`src/rtl/multi_key_pkg.sv`:
```
`default_nettype none
// +--------------------------------------------------------------------------+
// | multi_key_pkg : edge-mode encodings, repeat FSM states, counter width    |
// | Revision      : 1.0                                                      |
// +--------------------------------------------------------------------------+
package multi_key_pkg;

  localparam logic [1:0] MODE_RISE   = 2'b00;
  localparam logic [1:0] MODE_FALL   = 2'b01;
  localparam logic [1:0] MODE_BOTH   = 2'b10;
  localparam logic [1:0] MODE_REPEAT = 2'b11;

  typedef enum logic [1:0] {
    IDLE   = 2'd0,
    WAIT   = 2'd1,
    REPEAT = 2'd2
  } rep_state_e;

  // One counter width shared by the debounce and hold/repeat timers.
  function automatic int cnt_width(input int db, input int hold, input int rep);
    int m;
    m = db;
    if (hold > m) m = hold;
    if (rep > m) m = rep;
    return $clog2(m + 1);
  endfunction

endpackage
`default_nettype wire

```
`src/rtl/key_channel.sv`:
```
`default_nettype none
// +--------------------------------------------------------------------------+
// | key_channel : sync, debounce, edge qualify and hold-to-repeat, 1 channel |
// | Revision    : 1.0                                                        |
// +--------------------------------------------------------------------------+
module key_channel #(
  parameter int DB_CYCLES   = 16,
  parameter int HOLD_CYCLES = 1000,
  parameter int REP_CYCLES  = 200
) (
  input  logic       clk,
  input  logic       rst,
  input  logic       in_trig,
  input  logic       en,
  input  logic [1:0] mode,
  output logic       out_pulse,
  output logic       out_level,
  output logic       out_repeat
);
  import multi_key_pkg::*;

  localparam int             CNT_W     = cnt_width(DB_CYCLES, HOLD_CYCLES, REP_CYCLES);
  localparam logic [CNT_W-1:0] DB_LAST   = CNT_W'(DB_CYCLES - 1);
  localparam logic [CNT_W-1:0] HOLD_LAST = CNT_W'(HOLD_CYCLES - 1);
  localparam logic [CNT_W-1:0] REP_LAST  = CNT_W'(REP_CYCLES - 1);
  localparam logic [CNT_W-1:0] CNT_ONE   = CNT_W'(1);

  logic             s1_q, s1_d;
  logic             s2_q, s2_d;
  logic [CNT_W-1:0] db_cnt_q, db_cnt_d;
  logic             level_q, level_d;
  logic             level_dly_q, level_dly_d;
  rep_state_e       state_q, state_d;
  logic [CNT_W-1:0] rep_cnt_q, rep_cnt_d;
  logic             pulse_q, pulse_d;
  logic             rpt_q, rpt_d;

  logic w_rise, w_fall, w_press, w_fire, w_hold_ok, w_edge_hit;

  always_comb begin
    s1_d        = in_trig;
    s2_d        = s1_q;
    db_cnt_d    = '0;
    level_d     = level_q;
    level_dly_d = level_q;
    state_d     = state_q;
    rep_cnt_d   = '0;
    w_press     = 1'b0;
    w_fire      = 1'b0;
    w_edge_hit  = 1'b0;

    // A new level is accepted only after DB_CYCLES consecutive disagreeing samples.
    if (s2_q != level_q) begin
      if (db_cnt_q == DB_LAST) begin
        level_d = s2_q;
      end else begin
        db_cnt_d = db_cnt_q + CNT_ONE;
      end
    end

    w_rise    = level_q & ~level_dly_q;
    w_fall    = ~level_q & level_dly_q;
    w_hold_ok = level_q & en & (mode == MODE_REPEAT);

    case (state_q)
      IDLE: begin
        if ((mode == MODE_REPEAT) && en && w_rise) begin
          w_press = 1'b1;
          state_d = WAIT;
        end
      end
      WAIT: begin
        if (!w_hold_ok) begin
          state_d = IDLE;
        end else if (rep_cnt_q == HOLD_LAST) begin
          w_fire  = 1'b1;
          state_d = REPEAT;
        end else begin
          rep_cnt_d = rep_cnt_q + CNT_ONE;
        end
      end
      REPEAT: begin
        if (!w_hold_ok) begin
          state_d = IDLE;
        end else if (rep_cnt_q == REP_LAST) begin
          w_fire = 1'b1;
        end else begin
          rep_cnt_d = rep_cnt_q + CNT_ONE;
        end
      end
      default: state_d = IDLE;
    endcase

    case (mode)
      MODE_RISE: w_edge_hit = w_rise;
      MODE_FALL: w_edge_hit = w_fall;
      MODE_BOTH: w_edge_hit = w_rise | w_fall;
      default:   w_edge_hit = w_press | w_fire;
    endcase

    // Back-to-back strobes are suppressed so a consumer never sees a 2-cycle pulse.
    pulse_d = en & w_edge_hit & ~pulse_q;
    rpt_d   = pulse_d & w_fire;
  end

  always_ff @(posedge clk) begin
    if (rst) begin
      s1_q        <= 1'b0;
      s2_q        <= 1'b0;
      db_cnt_q    <= '0;
      level_q     <= 1'b0;
      level_dly_q <= 1'b0;
      state_q     <= IDLE;
      rep_cnt_q   <= '0;
      pulse_q     <= 1'b0;
      rpt_q       <= 1'b0;
    end else begin
      s1_q        <= s1_d;
      s2_q        <= s2_d;
      db_cnt_q    <= db_cnt_d;
      level_q     <= level_d;
      level_dly_q <= level_dly_d;
      state_q     <= state_d;
      rep_cnt_q   <= rep_cnt_d;
      pulse_q     <= pulse_d;
      rpt_q       <= rpt_d;
    end
  end

  assign out_pulse  = pulse_q;
  assign out_level  = level_q;
  assign out_repeat = rpt_q;

endmodule
`default_nettype wire

```
`src/rtl/multi_key_pulse.sv`:
```
`default_nettype none
// +--------------------------------------------------------------------------+
// | multi_key_pulse : CH independent debounced key-to-strobe channels        |
// | Revision        : 1.0                                                    |
// +--------------------------------------------------------------------------+
module multi_key_pulse #(
  parameter int CH          = 4,
  parameter int DB_CYCLES   = 16,
  parameter int HOLD_CYCLES = 1000,
  parameter int REP_CYCLES  = 200
) (
  input  logic          clk,
  input  logic          rst,
  input  logic [CH-1:0] in_trig,
  input  logic [CH-1:0] en,
  input  logic [1:0]    mode,
  output logic [CH-1:0] out_pulse,
  output logic [CH-1:0] out_level,
  output logic [CH-1:0] out_repeat
);

  for (genvar i = 0; i < CH; i++) begin : g_ch
    key_channel #(
      .DB_CYCLES  (DB_CYCLES),
      .HOLD_CYCLES(HOLD_CYCLES),
      .REP_CYCLES (REP_CYCLES)
    ) u_ch (
      .clk       (clk),
      .rst       (rst),
      .in_trig   (in_trig[i]),
      .en        (en[i]),
      .mode      (mode),
      .out_pulse (out_pulse[i]),
      .out_level (out_level[i]),
      .out_repeat(out_repeat[i])
    );
  end

endmodule
`default_nettype wire
```
`config.mk`:
```
export PLATFORM = sky130hd
export DESIGN_NAME = multi_key_pulse
export DESIGN_NICKNAME = d
export VERILOG_FILES = /design/src/rtl/multi_key_pkg.sv /design/src/rtl/key_channel.sv /design/src/rtl/multi_key_pulse.sv
export SDC_FILE = /design/constraint.sdc
export NUM_CORES = 1
export LEC_CHECK = 0
export ABC_AREA = 1
export CAP_MARGIN = 20
export CORE_MARGIN = 5
export CORE_UTILIZATION = 45
export CTS_BUF_LIST = sky130_fd_sc_hd__clkbuf_8
export CTS_CLUSTER_SIZE = 20
export DETAILED_ROUTE_END_ITERATION = 10
export PLACE_DENSITY = 0.7
export SLEW_MARGIN = 10
export SYNTH_ARGS = -nofsm -noshare
export SYNTH_HDL_FRONTEND = slang
export SYNTH_SLANG_ARGS = --single-unit
```
`constraint.sdc`:
```
create_clock -name clk -period 3.8 [get_ports clk]
set_input_delay 0.95 -clock clk [delete_from_list [all_inputs] [get_ports clk]]
set_output_delay 0.95 -clock clk [all_outputs]
set_load 0.01 [all_outputs]
```
# Yosys cells after proc, flatten, opt, wreduce, memory -nomap -nowiden
# Index checks and enable logic that the tools add are counted.
# Widths: inputs -> output; s select.
# word_totals
in_bits	12
wordCells	232
romBits	0
register_bits	112
ram_bits	0
latch_bits	0
out_inout_bits	12
memories	0
# op_classes
bitwise	52
addsub	8
shift	0
div	0
multipliers	0
n_mux	72
n_reduce_logical	25
n_eq_ne	39
magnitude_cmp	0
# ops
cell	n
$mux 10	16
$add 10x1->10 const B	8
$pmux 10 s2	4
$eq 10x10->1 const B	4
$eq 10x4->1 const B	4
$eq 10x8->1 const B	4
$mux 2	16
$and 1x1->1	28
$mux 1	24
$pmux 2 s3	4
$not 1->1	16
$eq 2x2->1 const B	6
$ne 3x3->1 const B	4
$pmux 1 s3	4
$reduce_and 3->1	4
$reduce_or 3->1	4
$eq 2x1->1 const B	5
$logic_not 2->1	5
$logic_and 1x1->1	8
$ne 2x1->1 const B	4
$ne 2x2->1 const B	4
$or 1x1->1	8
$pmux 1 s2	4
$reduce_and 2->1	4
$ne 1x1->1	4

# Logic depth before layout (Yosys ltp)
# depth
ltp_word	10
mapped_depth	9
depth_no_buf	9

# By module
# A second synthesis with hierarchy kept.
# hier_totals
hier_cells	737
hier_area_um2	5475.3
# by_module_without_submodules
module	seq_area_each_um2	instances	cells_per_inst	area_per_inst_um2
key_channel at g_ch[1].u_ch ...	560.5	2	186	1363.8
key_channel at g_ch[3].u_ch	560.5	1	185	1381.3
key_channel at g_ch[0].u_ch	560.5	1	180	1366.3

# Least setup slack after synthesis
# OpenSTA, ideal clock, no wires.
# synth_timing
path_kind	input -> register
from	in rst
to	reg g_ch[0].u_ch.level_dly_q
slack_ps	1945
n_path_buf	3
setup_ps	128
arrival_time_ps	1727
t_required_ps	3672
path_stages	4
cell_sequence	buf_2 -> clkbuf_1 -> buf_1 -> nor2_1
# synth_rtl
item	line_no	text
start, declared	multi_key_pulse.sv:13	input logic rst,
end signal, assigned	key_channel.sv:122	level_dly_q <= level_dly_d;
end, declared	key_channel.sv:32	logic level_dly_q, level_dly_d;
# No word-level cell between the ends.

# Worst setup path in the final report
# layout_timing
from	reg g_ch[0].u_ch.level_q
to	out out_level[0]
# layout_rtl
item	line_no	text
start, declared	key_channel.sv:31	logic level_q, level_d;
start signal, assigned	key_channel.sv:121	level_q <= level_d;
end, declared	multi_key_pulse.sv:18	output logic [CH-1:0] out_level,
# No word-level cell between the ends.

==> impl_metrics.csv <==
group,metric,value,unit
outcome,status,"finished clean",
timing,finalHoldViolations,0,
grt,antenna_found_initial,0,
pwr,p_sw_share,22.5,%
route,wl_met3,445,um
worst_setup_path,slowest_delay,610,ps
timing,final_max_slew_viol_count,0,
placement,placed_cells,886,
worst_setup_path,path_max_fanout,7,
placement,hpwlAfterDp,7.30,mm
timing,finalSetupTns,0,ps
timing,skew,6.49,ps
grt,grt_pass1_vias,4109,
route,vias,4379,
pwr,power_frac_seq,64.1,%
timing,slew-limit-headroom,73.3,%
layout,n_fill_cell,1166,
route,ant_nets,0,
clock_network,numCtsBuffers,9,
worst_setup_path,critPathTopFamily,"buffers and inverters",
logic_synthesis,synth_area,0.00541,sq mm
clock_network,clk_pin_slew_worst_paths,100,ps
placement,portBuffers,23,
route,wl_met1,4.45,mm
worst_setup_path,slowest_stage,"clkdlybuf4s50_1",
logic_synthesis,synth.largest_area_cell,"dfxtp_1",
logic_synthesis,ys_ff_latch,112,
logic_synthesis,ys_seq_area_share,41.5,%
die,ios,24,
layout,stdcell_count,902,
route,routed_wl,9.67,mm
logic_synthesis,netlist.area_leader.share,41.5,%
run,cap_violations,0,
timing,tightest_slew,399,ps
route,firstDrtPassIters,7,
placement,place_area,0.00571,sq mm
route,routed.top_layer,"met4",
clock_network,post_cts_buffers,0,
worst_setup_path,start_kind,"flop",
die,placementRows,40,
route,viasPerCell,4.85,
timing,setup_ws,1310,ps
worst_setup_path,rrSetupSlack,2240,ps
layout,finish.net_count,790,
route,met2_length,4.63,mm
pwr,p_clk_share,33.4,%
pwr,internal_power,0.00143,W
logic_synthesis,yosys_warnings,0,
logic_synthesis,synthCells,733,
logic_synthesis,postSynthAreaPerCell,7.38,sq um
timing,post-route-min-period,2490,ps
layout,finalInstanceArea,0.00588,sq mm
logic_synthesis,ys_types,27,
clock_network,clock_path_buffers,2,
layout,antennaDiodeCount,0,
clock_network,cts_tree,"done",
worst_setup_path,crit_required,2850,ps
layout,layout-drive-gt1-share,4.50,%
die,dieArea,0.0143,sq mm
layout,fin_util,49.3,%
timing,rsz0062_at_grt,"no",
clock_network,hold_buffers,0,
route,remaining_drc_errors,0,
timing,setup_violations,0,
clock_network,clock-sinks,112,
clock_network,clk_latency,380,ps
hold_path,hold_class,"reg -> reg",
pwr,comb_power_share,2.6,%
pwr,ir_worst_vdd,189,uV
pwr,power_density,314,mW/mm^2
layout,layout_common_cells,"nor2_1 (162), dfxtp_1 (112), nand2_1 (108)",
grt,grt_pass1_wl,17.0,mm
clock_network,cts-htree-levels,3,
grt,grt_max_degree,26,
placement,gp_congestion,0.860,
placement,pre_cts_ws,1120,ps
pwr,leakage,2.20,nW
route,drt_iter0_markers,231,
layout,final_common_cell,"nor2_1",
route,wl_per_cell,10.7,um
die,die_h,120,um
die,core-area,0.0119,sq mm
worst_setup_path,worstSetupPathType,"reg -> out",
logic_synthesis,syn_nets,773,
clock_network,cts-resized-gates,0,
pwr,switching_power,0.000415,W
worst_setup_path,path_cells,"clkdlybuf4s50_1",
layout,synthToLayoutAreaGrowth,8.67,%
clock_network,clk_root_buffer_cell,"clkbuf_8",
die,start_util,45.4,%
worst_setup_path,cp-end-kind,"output port",
grt,grt_use_total,14.3,%
worst_setup_path,critPathBufInv,1,
timing,max_freq,0.402,GHz
timing,fin_crit_sh,65.4,%
grt,grt_overflow_total,0,
die,die_w,120,um
logic_synthesis,synth.area.top_cells,"dfxtp_1 (41%), nor2_1 (11%), nand2_1 (7.5%), inv_1 (6.7%), ha_1 (6.5%)",
worst_setup_path,crit_arrival,1540,ps
synthesized netlist by cell type:
master and instances:
buf_2 3, clkbuf_1 2, nor2_1 162, nand2_1 108, xnor2_1 12, ha_1 28, nand3_4 2, and2_1 1
o21ai_0 18, nand3_1 63, nor3b_2 4, a21oi_1 23, nand3b_1 3, dfxtp_1 112, nand3_2 1, a31oi_1 3
nand2_2 7, inv_1 96, buf_1 1, nor3_1 19, buf_4 12, nand4_1 15, or2_2 2, a31o_2 1
xor2_1 30, nand2_4 1, o211ai_1 4
state kept, by name, indices dropped and copies added, names as in the netlist:
name	cells
g_ch.u_ch.db_cnt_q	40
g_ch.u_ch.level_dly_q	4
g_ch.u_ch.out_level	4
g_ch.u_ch.out_pulse	4
g_ch.u_ch.out_repeat	4
g_ch.u_ch.rep_cnt_q	40
g_ch.u_ch.s1_q	4
g_ch.u_ch.s2_q	4
g_ch.u_ch.state_q	8
layer usage:
metal | vias up | GRT usage (%)
met5 | - | 0
li1 | 2341 | -
met4 | 0 | 4.51
met2 | 68 | 24.6
met1 | 1959 | 16.8
met3 | 11 | 4.90
through the flow:
step | hold slack, ps | total power [W]
after floorplan | 388 | 0.00123
after global placement | 399 | 0.00126
after detailed placement | 402 | 0.00126
after CTS | 412 | 0.00189
after global routing | 430 | 0.00194
final | 408 | 0.00185
power groups by stage:
stage / Clock, W / Combinational, W / Sequential [W]
after global routing: 0.000701 / 0.0000533 / 0.00118
after floorplan: 0 / 0.0000257 / 0.00121
after CTS: 0.000655 / 0.0000479 / 0.00118
after detailed placement: 0 / 0.0000477 / 0.00121
after global placement: 0 / 0.0000471 / 0.00121
final: 0.000616 / 0.0000475 / 0.00118
cells by family after synthesis:
kind of cell	count (synthesis)	share of synthesized area [%]
flops	112	41.5
simple gates	388	31.6
fa+ha+maj	28	6.48
buf+inv	114	8.81
compound gates	49	4.86
xor+xnor	42	6.80
layout make-up:
| type | instances | area (sq um) | area share, % |
|---|---|---|---|
| Clock inverter | 7 | 40.0 | 0.681 |
| Sequential cell | 112 | 2240 | 38.1 |
| Clock buffer | 9 | 124 | 2.11 |
| Multi-Input combinational cell | 507 | 2690 | 45.8 |
| Inverter | 96 | 360 | 6.13 |
| Timing Repair Buffer | 24 | 238 | 4.04 |
| Tap cell | 147 | 184 | 3.13 |
worst paths after layout:
check | start | end | cells after the start
setup reg to reg | g_ch[1].u_ch.db_cnt_q[0] | g_ch[1].u_ch.db_cnt_q[9] | 6
hold / removal | g_ch[1].u_ch.s1_q | g_ch[1].u_ch.s2_q | 2
setup / recovery | g_ch[0].u_ch.out_level | out_level[0] | 1
hold reg to reg | g_ch[1].u_ch.s1_q | g_ch[1].u_ch.s2_q | 2
No activity file was read; power rests on OpenSTA's default activity.
